[src/rtl/rtc_write_sequencer.sv]
// rtc_write_sequencer
// Replays up to 11 latched register bytes onto the RTC multiplexed AD bus as
// write transactions (address phase, then data phase) with programmable
// setup / pulse / hold / gap timing. The read path shares the bus and holds
// off while o_busy is high.
//
// Ports:
//   i_clk, i_reset   clock, synchronous active-high reset
//   i_start          burst request, honoured only in IDLE
//   i_datos[87:0]    byte i at [8i+7:8i], latched on accepted start
//   i_mask[10:0]     bit i set means write byte i, latched on accepted start
//   o_ad_out         value driven on the AD bus
//   o_ad_oe          AD pad output enable
//   o_a_d            1 = address phase, 0 = data phase
//   o_cs_n, o_wr_n   chip select / write strobe, active low
//   o_rd_n           read strobe, always inactive here
//   o_busy           burst in progress
//   o_done           one-cycle pulse at burst end
//   o_byte_index     index of the byte currently being written
module rtc_write_sequencer #(
    parameter logic [7:0]  ADDR_BASE = 8'h21,
    parameter int unsigned T_SETUP   = 2,
    parameter int unsigned T_PULSE   = 3,
    parameter int unsigned T_HOLD    = 2,
    parameter int unsigned T_GAP     = 4
) (
    input  logic        i_clk,
    input  logic        i_reset,
    input  logic        i_start,
    input  logic [87:0] i_datos,
    input  logic [10:0] i_mask,
    output logic [7:0]  o_ad_out,
    output logic        o_ad_oe,
    output logic        o_a_d,
    output logic        o_cs_n,
    output logic        o_wr_n,
    output logic        o_rd_n,
    output logic        o_busy,
    output logic        o_done,
    output logic [3:0]  o_byte_index
);

    typedef enum logic [3:0] {
        StIdle,
        StAddrSetup,
        StAddrPulse,
        StAddrHold,
        StDataSetup,
        StDataPulse,
        StDataHold,
        StGap,
        StDone
    } state_t;

    state_t      r_state, w_state_d;
    logic [7:0]  r_cnt, w_cnt_d;
    logic [3:0]  r_idx, w_idx_d;
    logic [87:0] r_data;
    logic [10:0] r_mask;
    logic        w_accept;
    logic [3:0]  w_first_idx;
    logic [3:0]  w_next_idx;
    logic        w_has_next;
    logic [7:0]  w_addr;
    logic [7:0]  w_byte;

    // Counter value loaded on entry so that a state lasts exactly its
    // parameter: the state exits on the cycle the counter reads zero.
    function automatic logic [7:0] load_val(state_t s);
        case (s)
            StAddrSetup, StDataSetup: load_val = 8'(T_SETUP - 1);
            StAddrPulse, StDataPulse: load_val = 8'(T_PULSE - 1);
            StAddrHold,  StDataHold:  load_val = 8'(T_HOLD - 1);
            StGap:                    load_val = 8'(T_GAP - 1);
            default:                  load_val = 8'd0;
        endcase
    endfunction

    // Lowest set bit of the incoming mask, and lowest latched bit above the
    // current index. Descending scan so the lowest match is written last.
    always_comb begin
        w_first_idx = 4'd0;
        w_next_idx  = 4'd0;
        w_has_next  = 1'b0;
        for (int i = 10; i >= 0; i--) begin
            if (i_mask[i]) begin
                w_first_idx = 4'(i);
            end
            if (r_mask[i] && (i > int'(r_idx))) begin
                w_next_idx = 4'(i);
                w_has_next = 1'b1;
            end
        end
    end

    // Next-state logic
    always_comb begin
        w_state_d = r_state;
        w_cnt_d   = (r_cnt == 8'd0) ? r_cnt : r_cnt - 8'd1;
        w_idx_d   = r_idx;
        w_accept  = 1'b0;

        case (r_state)
            StIdle: begin
                if (i_start) begin
                    w_accept = 1'b1;
                    if (i_mask != 11'd0) begin
                        w_idx_d   = w_first_idx;
                        w_state_d = StAddrSetup;
                    end else begin
                        w_state_d = StDone;
                    end
                end
            end
            StAddrSetup: if (r_cnt == 8'd0) w_state_d = StAddrPulse;
            StAddrPulse: if (r_cnt == 8'd0) w_state_d = StAddrHold;
            StAddrHold:  if (r_cnt == 8'd0) w_state_d = StDataSetup;
            StDataSetup: if (r_cnt == 8'd0) w_state_d = StDataPulse;
            StDataPulse: if (r_cnt == 8'd0) w_state_d = StDataHold;
            StDataHold: begin
                if (r_cnt == 8'd0) begin
                    if (w_has_next) begin
                        w_idx_d   = w_next_idx;
                        w_state_d = StGap;
                    end else begin
                        w_state_d = StDone;
                    end
                end
            end
            StGap:       if (r_cnt == 8'd0) w_state_d = StAddrSetup;
            StDone:      w_state_d = StIdle;
            default:     w_state_d = StIdle;
        endcase

        if (w_state_d != r_state) begin
            w_cnt_d = load_val(w_state_d);
        end
    end

    always_ff @(posedge i_clk) begin
        if (i_reset) begin
            r_state <= StIdle;
            r_cnt   <= 8'd0;
            r_idx   <= 4'd0;
            r_data  <= 88'd0;
            r_mask  <= 11'd0;
        end else begin
            r_state <= w_state_d;
            r_cnt   <= w_cnt_d;
            r_idx   <= w_idx_d;
            if (w_accept) begin
                r_data <= i_datos;
                r_mask <= i_mask;
            end
        end
    end

    assign w_addr = ADDR_BASE + {4'd0, r_idx};
    assign w_byte = r_data[{r_idx, 3'b000} +: 8];

    // Bus outputs decode straight from the state, so reset forces the bus
    // idle on the very next edge.
    always_comb begin
        o_cs_n   = 1'b1;
        o_wr_n   = 1'b1;
        o_a_d    = 1'b1;
        o_ad_oe  = 1'b0;
        o_ad_out = 8'h00;
        o_busy   = 1'b0;
        o_done   = 1'b0;

        case (r_state)
            StAddrSetup, StAddrPulse, StAddrHold: begin
                o_cs_n   = 1'b0;
                o_ad_oe  = 1'b1;
                o_ad_out = w_addr;
                o_wr_n   = (r_state != StAddrPulse);
                o_busy   = 1'b1;
            end
            StDataSetup, StDataPulse, StDataHold: begin
                o_cs_n   = 1'b0;
                o_a_d    = 1'b0;
                o_ad_oe  = 1'b1;
                o_ad_out = w_byte;
                o_wr_n   = (r_state != StDataPulse);
                o_busy   = 1'b1;
            end
            StGap:   o_busy = 1'b1;
            StDone:  o_done = 1'b1;
            default: ;
        endcase
    end

    assign o_rd_n       = 1'b1;
    assign o_byte_index = r_idx;

endmodule
[config.mk]
export PLATFORM = sky130hd
export DESIGN_NAME = rtc_write_sequencer
export DESIGN_NICKNAME = d
export VERILOG_FILES = /design/src/rtl/rtc_write_sequencer.sv
export SDC_FILE = /design/constraint.sdc
export NUM_CORES = 1
export LEC_CHECK = 0
export CORE_AREA = 2 2 108 110
export DETAILED_ROUTE_END_ITERATION = 12
export DIE_AREA = 0 0 110 112
export GPL_TIMING_DRIVEN = 1
export PLACE_DENSITY = 0.89
export SYNTH_ARGS = -nofsm -noshare
export SYNTH_HDL_FRONTEND = slang
export SYNTH_SLANG_ARGS = --single-unit
[constraint.sdc]
create_clock -name i_clk -period 2.85 [get_ports i_clk]
set_input_delay 0.57 -clock i_clk [delete_from_list [all_inputs] [get_ports i_clk]]
set_output_delay 0.57 -clock i_clk [all_outputs]
set_load 0.01 [all_outputs]
==> summary by stage <==
Placement
The placed cell count is approximately 940. The global placement routability congestion is 0.9354. The detailed placement HPWL is 10.30 mm. The count of buffers inserted at the top-level ports is 119.

Yosys
In the synthesized netlist the dominant register cell turns out to be sky130_fd_sc_hd__dfxtp_1. After synthesis, the cell types taking the most area are sky130_fd_sc_hd__dfxtp_1 41%, sky130_fd_sc_hd__nand2_1 14%, sky130_fd_sc_hd__a21oi_1 11%. In the synthesized netlist, the number of instances is 700. Summing the sequential cell areas from Yosys gives between 40% and 50% of the chip area. The number of synthesized flops with an enable pin is 0.

The cell taking the most area after synthesis is sky130_fd_sc_hd__dfxtp_1. The commonest cells after synthesis are 213 x sky130_fd_sc_hd__nand2_1, 117 x sky130_fd_sc_hd__a21oi_1, 114 x sky130_fd_sc_hd__dfxtp_1. During synthesis, Yosys emitted a total of 0 warnings. The share of the synthesized area in the top cell type is between 40% and 50%. The synthesized net count is 807. The share of synthesized flip-flops with an asynchronous set or reset is 0%.

The cell area after synthesis is 5543 um2. The most common cell in the synthesized netlist is sky130_fd_sc_hd__nand2_1. The synthesized netlist contains 59 unique library cells.

The average instance in the mapped netlist occupies 7.918 um2. Counting flops and latches in the post-synthesis netlist gives 114.

Route
The average vias per placed instance is 5.465. In this run the remaining antenna-violating nets after routing total 0. The DRC violations left is 0. The number of vias after detailed routing is 5290.

After detailed routing, the average wire length per cell comes to 15.68 um. The wire length after detailed routing is 15.18 mm. The initial detailed-routing violation count is 439. The number of optimization iterations in the first detailed-route pass is 5.

Timing
Setup repair after global routing left no endpoint under its margin. Summed over all failing endpoints, the final setup total negative slack is 0 ns. The transition time at the pin with the least slew margin is 0.9641 ns. For the final database, setup skew stands at 0.01319 ns. Timing would allow up to 0.3576 GHz. The hold violation count in the final report came to 0.

The number of pins with negative max-slew slack in the final report came to 0. The final period demand of the worst path is 2.796 ns. Headroom to the max-slew limit came out at ~36%. The final count of negative-setup-slack endpoints is 0. The share of the clock period used by the worst path is 98.11%.

Clocking
The number of clock sinks seen by CTS is 114. The root buffer cell is sky130_fd_sc_hd__clkbuf_16. TritonCTS built the clock tree. The longest clock path from root to sink contains 2 buffers.

TritonCTS created 17 clock buffers. The later pin in the worst-skew pair is clocked with a latency of 0.41 ns. The clock-pin transition on the worst setup and hold timing paths is 0.06 ns. The H-tree depth reported by CTS is 4.

Run status
The run finished with clean final reports.

Floorplanning
The number of placement rows is 39. The floorplan step set the die width to 110 um. During I/O placement, the number of pins put on the boundary was roughly 120. For this configuration, the core starts out at a cell density of slightly below 50%.

The region available for standard cell placement spans 11170 um2. The die area is about 12000 um2. The die is 112 um tall.

Worst hold path
The worst hold path terminates at r_data[49]. The start point of the worst min-delay path is r_data[49]. The worst hold path was traced through 2 stages.

The kind of path behind the tightest hold check is register to register.

Cells and area
Compared with the post-synthesis result, the final layout area differs by 36.34%. The multi-input gate area in the final layout is about 3000 um2. The sequential cells in the finished layout cover a total of 2286 um2. The number of filler instances in the final layout is a little under 900. The final cell count without fillers is slightly below 1000. The layout net count is 919. The number of antenna diodes is 0. The ratio of cells with drive above 1 in the final layout is 11.76%.

Critical path
The delay contributed by the slowest stage of the critical path is roughly 0.53 ns. The worst endpoint data arrival time is 2.23 ns. The endpoint identified for the worst register-to-register timing path is r_cnt[1]. Counting stages on the worst path, the most repeated cell is sky130_fd_sc_hd__nor2_1. Along the worst path, the maximum fanout reaches 8. The cell with the largest stage delay on the worst path is sky130_fd_sc_hd__mux4_2. STA classifies the critical path endpoint as an output port.

The data required time of the critical path is approximately 2.3 ns. The critical path goes through buf_4, mux4_2, mux2i_1, nor2_1, a21oi_1, nor2_1, dlygate4sd2_1. The origin of the worst setup path is o_byte_index[0]. The cell family contributing the most delay on the critical path is multiplexers.

The worst reg-to-reg path cell count is 10. By startpoint and endpoint, the worst setup path is classified as register to output port. The startpoint of the lowest-slack register-to-register path is o_byte_index[0]. The setup check on the worst reg-to-reg path leaves a slack of 0.17 ns. The startpoint type of the worst setup path is a register.

The number of buffer and inverter instances along the worst setup path is 2.

Power and ir drop
For this design the ratio of total power to cell area is 1005 nW/um2. The worst-case IR drop observed on VDD is between 0.0007 and 0.0008 V. The leakage power summed over all cells is 2.851 nW.

Global routing
The global-route usage over all layers is 25.52%. The remaining global-route overflow is 0. The global-route wire length before repair is 24.54 mm.

The number of global-route vias before repair is 5236. The pin count of the biggest net entering global routing is roughly 100. The number of antenna violations at the first check in global routing is 0.

Job
The number of max-cap violations is 0.
[area by class of cell]
class                      instances  share of cell area [%]
multi-input combinational        523                   39.95
sequential                       114                   30.25
timing repair buffer             145                   18.73
clock buffer                      18                   5.811
tap                              143                   2.368
clock inverter                    14                   2.351
inverter                          11                  0.5464
[per-layer routing]
layer | up-vias | track usage, % | part of all wire, %
met1 | 2417 | 31.97 | 43
li1 | 2623 | - | -
met3 | 43 | 4.684 | 5.8
met5 | - | 0 | 0
met4 | 0 | 12.32 | 3.1
met2 | 207 | 41.84 | 49
[through the flow]
step	power, mW	setup slack [ns]	util [%]	cell area (um2)	hold WS, ns
after floorplan	4.411	0.3713	-	5543	0.4318
after global placement	5.312	0.06273	62.08	6937	0.4384
after detailed placement	5.381	0.009089	62.08	6937	0.4469
after CTS	7.593	0.01595	67.56	7550	0.4547
after global routing	8.066	0.001908	67.63	7557	0.4702
final	7.599	0.05378	67.63	7557	0.4529
[cells by family (layout without fill, tap and decap cells)]
kind of cell | count (synthesis) | in the layout | share of synthesized area, %
AO/OA/AOI/OAI | 171 | 171 | 18.06
XOR/XNOR | 9 | 9 | 1.422
adder cells (fa/ha/maj) | 5 | 5 | 1.129
buffers and inverters | 63 | 188 | 4.763
flip-flops | 114 | 114 | 41.17
multiplexers | 29 | 29 | 8.849
other | 1 | 1 | 0.06766
AND/OR/NAND/NOR | 308 | 308 | 24.54
[power by group]
part | internal, mW | leakage [nW] | switching [mW]
registers | 1.97 | 0.935 | 0.273
logic | 1.37 | 1.61 | 1.78
clock network | 1.41 | 0.302 | 0.798
total | 4.75 | 2.85 | 2.85
[flip-flops by register name, summed over array words and instances (netlist names)]
signal and count:
r_state 4, o_byte_index 4, r_cnt 8, r_mask 10, r_data 88
[cells in the final DEF, fill, tap and decap left out, types with 12 or more instances in the layout]
cell and count:
sky130_fd_sc_hd__nor3_1 12, sky130_fd_sc_hd__clkdlybuf4s50_1 110, sky130_fd_sc_hd__buf_4 23, sky130_fd_sc_hd__dfxtp_1 113, sky130_fd_sc_hd__nand2_1 211, sky130_fd_sc_hd__clkbuf_16 17
sky130_fd_sc_hd__mux4_2 16, sky130_fd_sc_hd__mux2i_1 13, sky130_fd_sc_hd__o21ai_0 13, sky130_fd_sc_hd__a21oi_1 117, sky130_fd_sc_hd__nor2_1 31
[worst reg2reg max path, delay by kind of cell, from the launching register on]
kind,cells,cell delay (ns)
compound gates,4,0.89
buf+inv,2,0.32
simple gates,3,0.75
flops,1,0.38
fa+ha+maj,1,0.22
[repair_timing]
action / CTS / global route
setup endpoints to repair: 8 / 9
buffers inserted: 0 / 1
gates cloned: 0 / 0
hold buffers: 0 / 0
resized for setup: 12 / 8
[worst max-delay path by stage]
stage,endpoint,cells past startpoint
final,o_ad_out[7],7
after floorplan,o_ad_out[0],7
after global routing,o_ad_out[6],7
after global placement,r_cnt[1],8
after detailed placement,r_cnt[1],8
after CTS,o_ad_out[2],7
Note: power is estimated with default switching activity, not from simulation.
